$ cat config.mk
export PLATFORM = sky130hd
export DESIGN_NAME = keypad_emulator_flat
export DESIGN_NICKNAME = d
export VERILOG_FILES = /design/src/rtl/keypad_emulator_pkg.sv /design/src/rtl/keypad_emulator_if.sv /design/src/rtl/keypad_emulator_lfsr8.sv /design/src/rtl/keypad_emulator.sv /design/src/flat_wrapper.sv
export SDC_FILE = /design/constraint.sdc
export NUM_CORES = 1
export LEC_CHECK = 0
export CAP_MARGIN = 20
export CORE_MARGIN = 4
export CORE_UTILIZATION = 37
export CTS_BUF_LIST = sky130_fd_sc_hd__clkbuf_8
export DETAILED_ROUTE_END_ITERATION = 8
export PLACE_DENSITY = 0.62
export SKIP_CTS_REPAIR_TIMING = 1
export SLEW_MARGIN = 0
export SYNTH_ARGS = -nofsm -noshare
export SYNTH_HDL_FRONTEND = slang
export SYNTH_SLANG_ARGS = --single-unit
export TNS_END_PERCENT = 1
$ cat constraint.sdc
create_clock -name clock -period 2.8 [get_ports clock]
set_clock_uncertainty 0.1 [all_clocks]
set_input_delay 0.56 -clock clock [delete_from_list [all_inputs] [get_ports clock]]
set_output_delay 0.56 -clock clock [all_outputs]
set_load 0.01 [all_outputs]
$ cat src/rtl/keypad_emulator_pkg.sv
// ---------------------------------------------------------------------------
// keypad_pkg
// Shared constants for the 4x4 keypad emulator: FSM state codes, keycode
// field positions, idle row pattern and the bounce LFSR seed/taps.
// Optional feature macro used by the design: RANDOM_BOUNCE_EN.
// ---------------------------------------------------------------------------
package keypad_pkg;

    // FSM state codes (plain constants so older tools can consume them).
    typedef logic [2:0] state_t;
    localparam state_t ST_IDLE       = 3'd0;
    localparam state_t ST_BOUNCE_IN  = 3'd1;
    localparam state_t ST_HOLD       = 3'd2;
    localparam state_t ST_BOUNCE_OUT = 3'd3;
    localparam state_t ST_GAP        = 3'd4;

    // Keycode layout: [3:2] row index, [1:0] column index.
    localparam int KEY_ROW_HI = 3;
    localparam int KEY_ROW_LO = 2;
    localparam int KEY_COL_HI = 1;
    localparam int KEY_COL_LO = 0;

    // Row bus is active-low; nothing pressed means all ones.
    localparam logic [3:0] ROW_IDLE = 4'b1111;

    // x^8 + x^6 + x^5 + x^4 + 1, Fibonacci form: feedback from bits 7,5,4,3.
    localparam logic [7:0] LFSR_SEED = 8'hA5;
    localparam logic [7:0] LFSR_TAPS = 8'hB8;

    function automatic int max3(input int a, input int b, input int c);
        int m;
        m = (a > b) ? a : b;
        return (m > c) ? m : c;
    endfunction

    function automatic logic [7:0] lfsr_next(input logic [7:0] s);
        return {s[6:0], ^(s & LFSR_TAPS)};
    endfunction

endpackage

$ cat src/rtl/keypad_emulator_if.sv
// ---------------------------------------------------------------------------
// keypad_emulator_if
// Groups the press-request handshake, the scan matrix lines and the status
// outputs of the keypad emulator.
//   req_valid/req_ready/req_keycode : press request handshake
//   col  : column drive from the scanner (active-low)
//   row  : row return to the scanner (active-low, idle 4'b1111)
//   contact/busy/done : simulated switch closure and status
// master = request source + scanner side, slave = emulator.
// ---------------------------------------------------------------------------
interface keypad_emulator_if;
    logic       req_valid;
    logic       req_ready;
    logic [3:0] req_keycode;
    logic [3:0] col;
    logic [3:0] row;
    logic       contact;
    logic       busy;
    logic       done;

    modport master (
        output req_valid, req_keycode, col,
        input  req_ready, row, contact, busy, done
    );

    modport slave (
        input  req_valid, req_keycode, col,
        output req_ready, row, contact, busy, done
    );
endinterface

$ cat src/rtl/keypad_emulator_lfsr8.sv
// ---------------------------------------------------------------------------
// lfsr8
// 8-bit maximal-length LFSR (x^8+x^6+x^5+x^4+1) used to randomise bounce
// phase lengths. Only compiled when RANDOM_BOUNCE_EN is defined.
//   clock, reset : clock and asynchronous active-high reset (loads LFSR_SEED)
//   en_i         : advance one step
//   load_i       : synchronous load of seed_i (takes priority over en_i)
//   seed_i       : value for load_i
//   state_o      : current register contents
// ---------------------------------------------------------------------------
`ifdef RANDOM_BOUNCE_EN
module lfsr8
    import keypad_pkg::*;
(
    input  logic       clock,
    input  logic       reset,
    input  logic       en_i,
    input  logic       load_i,
    input  logic [7:0] seed_i,
    output logic [7:0] state_o
);

    logic [7:0] state_q;

    always_ff @(posedge clock or posedge reset) begin
        if (reset) begin
            state_q <= LFSR_SEED;
        end else if (load_i) begin
            state_q <= seed_i;
        end else if (en_i) begin
            state_q <= lfsr_next(state_q);
        end
    end

    assign state_o = state_q;

endmodule
`endif

$ cat src/rtl/keypad_emulator.sv
// ---------------------------------------------------------------------------
// keypad_emulator
// Passive 4x4 keypad end of a row/column scan interface. A press request is
// accepted over a valid/ready handshake; the latched key then goes through a
// timed contact envelope (bounce in, hold, bounce out, release gap) and the
// row lines answer the scanner's column drive while the contact is closed.
//
// Ports:
//   clock : system clock
//   reset : asynchronous active-high reset
//   bus   : keypad_emulator_if.slave (req_valid/req_ready/req_keycode,
//           col in, row out, contact/busy/done status)
//
// Parameters: HOLD_CYCLES, BOUNCE_TOGGLES (even, 0 = no bounce),
//             BOUNCE_PERIOD, GAP_CYCLES.
// Macro RANDOM_BOUNCE_EN: bounce phase lengths become
//   1 + (lfsr[3:0] mod BOUNCE_PERIOD), LFSR stepped at every phase start.
// ---------------------------------------------------------------------------
module keypad_emulator
    import keypad_pkg::*;
#(
    parameter int HOLD_CYCLES    = 1000,
    parameter int BOUNCE_TOGGLES = 4,
    parameter int BOUNCE_PERIOD  = 16,
    parameter int GAP_CYCLES     = 200
)
(
    input  logic               clock,
    input  logic               reset,
    keypad_emulator_if.slave   bus
);

    localparam int MAX_CNT = max3(HOLD_CYCLES, GAP_CYCLES, BOUNCE_PERIOD);
    localparam int CNT_W   = $clog2(MAX_CNT + 1);
    localparam int PH_W    = (BOUNCE_TOGGLES > 1) ? $clog2(BOUNCE_TOGGLES) : 1;

    localparam logic [CNT_W-1:0] HOLD_LAST = CNT_W'(HOLD_CYCLES - 1);
    localparam logic [CNT_W-1:0] GAP_LAST  = CNT_W'(GAP_CYCLES - 1);
    localparam logic [PH_W-1:0]  PH_LAST   = PH_W'(BOUNCE_TOGGLES - 1);

    state_t            state_q, state_d;
    logic [CNT_W-1:0]  cyc_q, cyc_d;
    logic [PH_W-1:0]   phase_q, phase_d;
    logic [3:0]        key_q, key_d;
    logic              done_q, done_d;
    logic              phase_start;   // a bounce phase begins next cycle
    logic [CNT_W-1:0]  cur_len;       // length of the bounce phase in progress
    logic              contact_w;
    logic [3:0]        row_w;

    // -----------------------------------------------------------------------
    // Bounce phase length source
    // -----------------------------------------------------------------------
`ifdef RANDOM_BOUNCE_EN
    logic [7:0]       lfsr_w;
    logic [CNT_W-1:0] phase_len_q, phase_len_d;
    logic [3:0]       unused_lfsr_hi;

    lfsr8 u_lfsr (
        .clock   (clock),
        .reset   (reset),
        .en_i    (phase_start),
        .load_i  (1'b0),
        .seed_i  (LFSR_SEED),
        .state_o (lfsr_w)
    );

    // Length is taken from the LFSR value present when the phase starts; the
    // LFSR steps on that same edge so the next phase sees a fresh value.
    assign phase_len_d = phase_start
                       ? CNT_W'(1 + (int'(lfsr_w[3:0]) % BOUNCE_PERIOD))
                       : phase_len_q;

    always_ff @(posedge clock or posedge reset) begin
        if (reset) begin
            phase_len_q <= '0;
        end else begin
            phase_len_q <= phase_len_d;
        end
    end

    assign cur_len        = phase_len_q;
    assign unused_lfsr_hi = lfsr_w[7:4];
`else
    logic unused_phase_start;

    assign cur_len            = CNT_W'(BOUNCE_PERIOD);
    assign unused_phase_start = phase_start;
`endif

    // -----------------------------------------------------------------------
    // Next-state logic
    // -----------------------------------------------------------------------
    always_comb begin
        // NOTE: every output of this block gets a default first, so no path
        // leaves a variable unassigned and no latch is inferred.
        state_d     = state_q;
        cyc_d       = cyc_q;
        phase_d     = phase_q;
        key_d       = key_q;
        done_d      = 1'b0;
        phase_start = 1'b0;

        case (state_q)
            ST_IDLE: begin
                if (bus.req_valid) begin
                    key_d   = bus.req_keycode;
                    cyc_d   = '0;
                    phase_d = '0;
                    if (BOUNCE_TOGGLES == 0) begin
                        state_d = ST_HOLD;
                    end else begin
                        state_d     = ST_BOUNCE_IN;
                        phase_start = 1'b1;
                    end
                end
            end

            ST_BOUNCE_IN, ST_BOUNCE_OUT: begin
                if (cyc_q == cur_len - CNT_W'(1)) begin
                    cyc_d = '0;
                    if (phase_q == PH_LAST) begin
                        phase_d = '0;
                        state_d = (state_q == ST_BOUNCE_IN) ? ST_HOLD : ST_GAP;
                    end else begin
                        phase_d     = phase_q + PH_W'(1);
                        phase_start = 1'b1;
                    end
                end else begin
                    cyc_d = cyc_q + CNT_W'(1);
                end
            end

            ST_HOLD: begin
                if (cyc_q == HOLD_LAST) begin
                    cyc_d   = '0;
                    phase_d = '0;
                    if (BOUNCE_TOGGLES == 0) begin
                        state_d = ST_GAP;
                    end else begin
                        state_d     = ST_BOUNCE_OUT;
                        phase_start = 1'b1;
                    end
                end else begin
                    cyc_d = cyc_q + CNT_W'(1);
                end
            end

            ST_GAP: begin
                if (cyc_q == GAP_LAST) begin
                    cyc_d   = '0;
                    state_d = ST_IDLE;
                    done_d  = 1'b1;
                end else begin
                    cyc_d = cyc_q + CNT_W'(1);
                end
            end

            default: begin
                state_d = ST_IDLE;
                cyc_d   = '0;
                phase_d = '0;
            end
        endcase
    end

    // -----------------------------------------------------------------------
    // State registers
    // -----------------------------------------------------------------------
    always_ff @(posedge clock or posedge reset) begin
        if (reset) begin
            state_q <= ST_IDLE;
            cyc_q   <= '0;
            phase_q <= '0;
            key_q   <= '0;
            done_q  <= 1'b0;
        end else begin
            // NOTE: non-blocking assignments so every register samples the
            // pre-edge values, independent of statement order.
            state_q <= state_d;
            cyc_q   <= cyc_d;
            phase_q <= phase_d;
            key_q   <= key_d;
            done_q  <= done_d;
        end
    end

    // -----------------------------------------------------------------------
    // Contact envelope and row response
    // -----------------------------------------------------------------------
    // Derived from state alone so that reset opens the contact (and releases
    // the row lines) without waiting for a clock edge.
    always_comb begin
        contact_w = 1'b0;
        case (state_q)
            ST_BOUNCE_IN:  contact_w = ~phase_q[0];  // closed on even phases
            ST_HOLD:       contact_w = 1'b1;
            ST_BOUNCE_OUT: contact_w = phase_q[0];   // open on even phases
            default:       contact_w = 1'b0;
        endcase
    end

    // A closed switch shorts its row to its column: the row goes low only
    // while the scanner is driving that key's column low.
    always_comb begin
        row_w = ROW_IDLE;
        if (contact_w && !bus.col[key_q[KEY_COL_HI:KEY_COL_LO]]) begin
            row_w[key_q[KEY_ROW_HI:KEY_ROW_LO]] = 1'b0;
        end
    end

    assign bus.row       = row_w;
    assign bus.contact   = contact_w;
    assign bus.req_ready = (state_q == ST_IDLE);
    assign bus.busy      = (state_q != ST_IDLE);
    assign bus.done      = done_q;

endmodule

$ cat src/flat_wrapper.sv
// flat-port wrapper written by rule: the top's interface ports become plain ports
module keypad_emulator_flat import keypad_pkg::*;
#(
    parameter int HOLD_CYCLES    = 1000,
    parameter int BOUNCE_TOGGLES = 4,
    parameter int BOUNCE_PERIOD  = 16,
    parameter int GAP_CYCLES     = 200
)
  (clock, reset, bus_req_valid, bus_req_keycode, bus_col, bus_req_ready, bus_row, bus_contact, bus_busy, bus_done);
  keypad_emulator_if bus_i ();
  input  logic clock;
  input  logic reset;
  input wire logic [$bits(bus_i.req_valid)-1:0] bus_req_valid;
  input wire logic [$bits(bus_i.req_keycode)-1:0] bus_req_keycode;
  input wire logic [$bits(bus_i.col)-1:0] bus_col;
  output wire logic [$bits(bus_i.req_ready)-1:0] bus_req_ready;
  output wire logic [$bits(bus_i.row)-1:0] bus_row;
  output wire logic [$bits(bus_i.contact)-1:0] bus_contact;
  output wire logic [$bits(bus_i.busy)-1:0] bus_busy;
  output wire logic [$bits(bus_i.done)-1:0] bus_done;
  assign bus_i.req_valid = bus_req_valid;
  assign bus_i.req_keycode = bus_req_keycode;
  assign bus_i.col = bus_col;
  assign bus_req_ready = bus_i.req_ready;
  assign bus_row = bus_i.row;
  assign bus_contact = bus_i.contact;
  assign bus_busy = bus_i.busy;
  assign bus_done = bus_i.done;
  keypad_emulator #(.HOLD_CYCLES(HOLD_CYCLES), .BOUNCE_TOGGLES(BOUNCE_TOGGLES), .BOUNCE_PERIOD(BOUNCE_PERIOD), .GAP_CYCLES(GAP_CYCLES)) u_core (.clock(clock), .reset(reset), .bus(bus_i));
endmodule
==> summary.txt <==
Layout
  • Multi-input gate area: roughly 740 um^2
  • Final net count: around 170
  • Final antenna diode count: 0
  • FF+latch area: approximately 500 um^2
  • Post-layout util: between 40% and 50%
  • Most common cell after layout, fill and taps aside: dfrtp_1
  • Final Instance Count excl. Fillers: 200
  • Area grow syn2layout: 24.88%
  • Most frequent cells in the layout: 20 x dfrtp_1, 14 x clkdlybuf4s50_1, 9 x nor2_1, 7 x nand2_1, 7 x buf_4
  • Fillers: ~340
  • Share of cells above drive strength 1: 18.83%

Die
  • Die area: 4518 um^2
  • Initial Utilization: 38.58%
  • Core Area: around 3400 um^2
  • Die W: between 60 and 70 um
  • Die Ht: a little under 70 um
  • Io pins: 19
  • Rows: 21

Pwr
  • Worst ir drop on vdd: ~0.25 mV
  • Internal power: just under 0.8 mW
  • Switching Share: between 30% and 40%
  • Gate power share: 45.4%
  • Register share of total power: 36.3%
  • Power Density: between 700 and 800 nW/um^2
  • Clock Power Share: between 10% and 20%
  • Sw power: roughly 0.45 mW
  • P_leak: 0.6341 nW

STA
  • Pins Over Slew Limit: 0
  • RSZ-0062 raised after global routing: true
  • Hold Slack: 424.5 ps
  • Slew margin rel.: roughly 47%
  • Worst-Margin Slew: slightly below 800 ps
  • Final Hold Fails: 0
  • Final worst setup slack: -76.53 ps
  • Min Tclk post-route: 2877 ps
  • Fmax achieved: roughly 0.35 GHz
  • Fin crit share: 102.7%
  • Setup_tns: -76.53 ps
  • Endpoints failing setup: 1

Worst setup path
  • WS Path Type: in -> out
  • Crit path DAT: 2220 ps
  • CP startpoint kind: input port
  • CP Max Fanout: 2
  • Ordered cell list for the critical path: clkdlybuf4s50_1, mux4_2, nor3_2, or3b_2, dlymetal6s2s_1
  • Max incr delay on CP: approximately 470 ps
  • CP max-delay cell: mux4_2
  • Worst Setup End Kind: output port
  • Required time of the worst setup path: 2140 ps

Global routing
  • Total GRT Usage: about 15%
  • Largest net degree at the start of global routing: 21
  • Vias in the first global route: 1077
  • Initial antenna violation count: 0
  • Overflow after GRT: 0
  • First-pass GRT wire length: slightly above 5000 um

Synthesis
  • Number of enable flip-flop cells after synthesis: 0
  • Area contributors post-synth: dfrtp_1 39%, mux2_2 3.5%, a31oi_4 3.3%, nor4_4 3.3%, nor2_1 2.6%
  • Post-synthesis mux area share: about 6.0%
  • Compound-Gate Fraction of Synth Area: about 18%
  • Post-Synthesis Cells: 132
  • Yosys warning count: 0
  • Syn_nets: 145
  • Synthesized cell area: around 1300 um^2
  • Number of distinct library cells after synthesis: 49
  • Top FF cell, synth: dfrtp_1
  • Seq/Total Area, Yosys: around two fifths
  • Main combinational cell family by area after synthesis: simple AND/OR/NAND/NOR gates
  • Share of flip-flops with an asynchronous set or reset: 100.0%
  • Average size of a mapped cell: about 10 um^2
  • XOR/XNOR Fraction of Synth Area: about 1.4%
  • Synth top area share: just under 40%
  • Post-Synth Adder-Cell Area: about 1.9%
  • Yosys reg bits: 20
  • Post-Synth Simple-Gate Area: around 30%
  • Cell accounting for the most synthesized area: dfrtp_1

Run status
  • Failing checks: setup timing
  • Status: finished, violations left

Placement
  • Placed instance count: 196
  • I/O Buffers: 18
  • RePlAce Congestion: about 0.84
  • Detail Placement HPWL: around 2300 um

CTS
  • CTS buffer count: 3
  • CTS sink cnt: 20
  • H-Tree Depth: 1
  • Root Buffer: clkbuf_8
  • Longest Clk Path Bufs: 2
  • Skew-Pair Late Insertion Delay: 260 ps
  • Clock-pin slew on the worst setup and hold paths: roughly 80 ps
  • TritonCTS clock tree: built

Route
  • DR vias/cell: ~5.7
  • DRC violations left: 0
  • Per-cell routed wire length: 15.44 um
  • Initial DRC count: 30
  • Antenna violation net count after detailed routing: 0
  • Routed WL: 3087 um
  • Via count: roughly 1100
  • 1st-pass router iterations: 4

Worst hold path
  • Hold Path Class: reg -> reg

Run
  • Max cap viols: 0
[worst max-delay path, delay by kind of cell]
| family | cells | cell delay (ps) |
|---|---|---|
| simple gates | 2 | 600 |
| mux | 1 | 470 |
| buf+inv | 2 | 580 |
[state kept, by name (all words and copies together) (netlist names)]
register and flops:
u_core.key_q 4, u_core.bus.done 1, u_core.state_q 3, u_core.cyc_q 10
u_core.phase_q 2
[synth_stat cells, types with 4 or more instances]
cell     number
o21ai_0       5
or3_1         4
inv_1         6
nand3_1       5
nand4_1       5
dfrtp_1      20
nand2_1       7
mux2_2        4
nor3_1        5
nor2_1        9
[power by group through the flow]
| stage | Combinational (mW) | Clock, mW | Sequential (mW) |
|---|---|---|---|
| 2_1_floorplan | 0.376 | 0 | 0.428 |
| 3_3_place_gp | 0.550 | 0 | 0.447 |
| 3_5_place_dp | 0.564 | 0 | 0.453 |
| 4_1_cts | 0.565 | 0.234 | 0.448 |
| 6_report | 0.561 | 0.226 | 0.448 |
| 5_1_grt | 0.617 | 0.246 | 0.462 |
[kinds of logic (layout without fill, tap and decap cells)]
logic type	Yosys count	count (layout)
AOI/OAI and AO/OA	29	29
xor gates and xnor gates	2	2
adders and majority gates	2	2
buffers and inverters	13	35
DFF	20	20
muxes	6	6
and+or+nand+nor	60	60
[layer usage]
| layer | vias up | track usage, % | wire length [um] |
|---|---|---|---|
| li1 | 549 | - | - |
| met1 | 560 | 20.60 | 1439 |
| met2 | 30 | 23.93 | 1459 |
| met3 | 4 | 1.830 | 160 |
| met4 | 0 | 5.316 | 28 |
| met5 | - | 0 | 0 |
[worst paths after layout]
check,startpoint,end,slack (ps),cells past startpoint
max,bus_col[2],bus_row[0],-80,5
min reg2reg,u_core.phase_q[1]$_DFFE_PP0P_,u_core.phase_q[1]$_DFFE_PP0P_,420,1
max reg2reg,u_core.cyc_q[0]$_DFFE_PP0P_,u_core.cyc_q[9]$_DFFE_PP0P_,490,5
min,u_core.phase_q[1]$_DFFE_PP0P_,u_core.phase_q[1]$_DFFE_PP0P_,420,1
max in group asynchronous,reset,u_core.cyc_q[6]$_DFFE_PP0P_,1460,2
min in group asynchronous,reset,u_core.key_q[3]$_DFFE_PP0P_,640,2
[per-stage QoR]
step / cell area, um^2 / power (mW) / worst slack (ps)
finish: 1620 / 1.234 / -76.53
detailed placement: 1550 / 1.017 / -415.5
global placement: 1550 / 0.9971 / -401.0
floorplan: 1297 / 0.8045 / 372.6
global route: 1620 / 1.324 / -128.5
CTS: 1605 / 1.247 / -433.1
[layout make-up]
class                   count  area share [%]
clock buffers               4           3.398
well taps                  46           3.552
multi-input cells          99           45.79
inverters                   6           1.390
flip-flops and latches     20           30.89
repair buffers             25           14.98
Note: power is estimated with default switching activity, not from simulation.
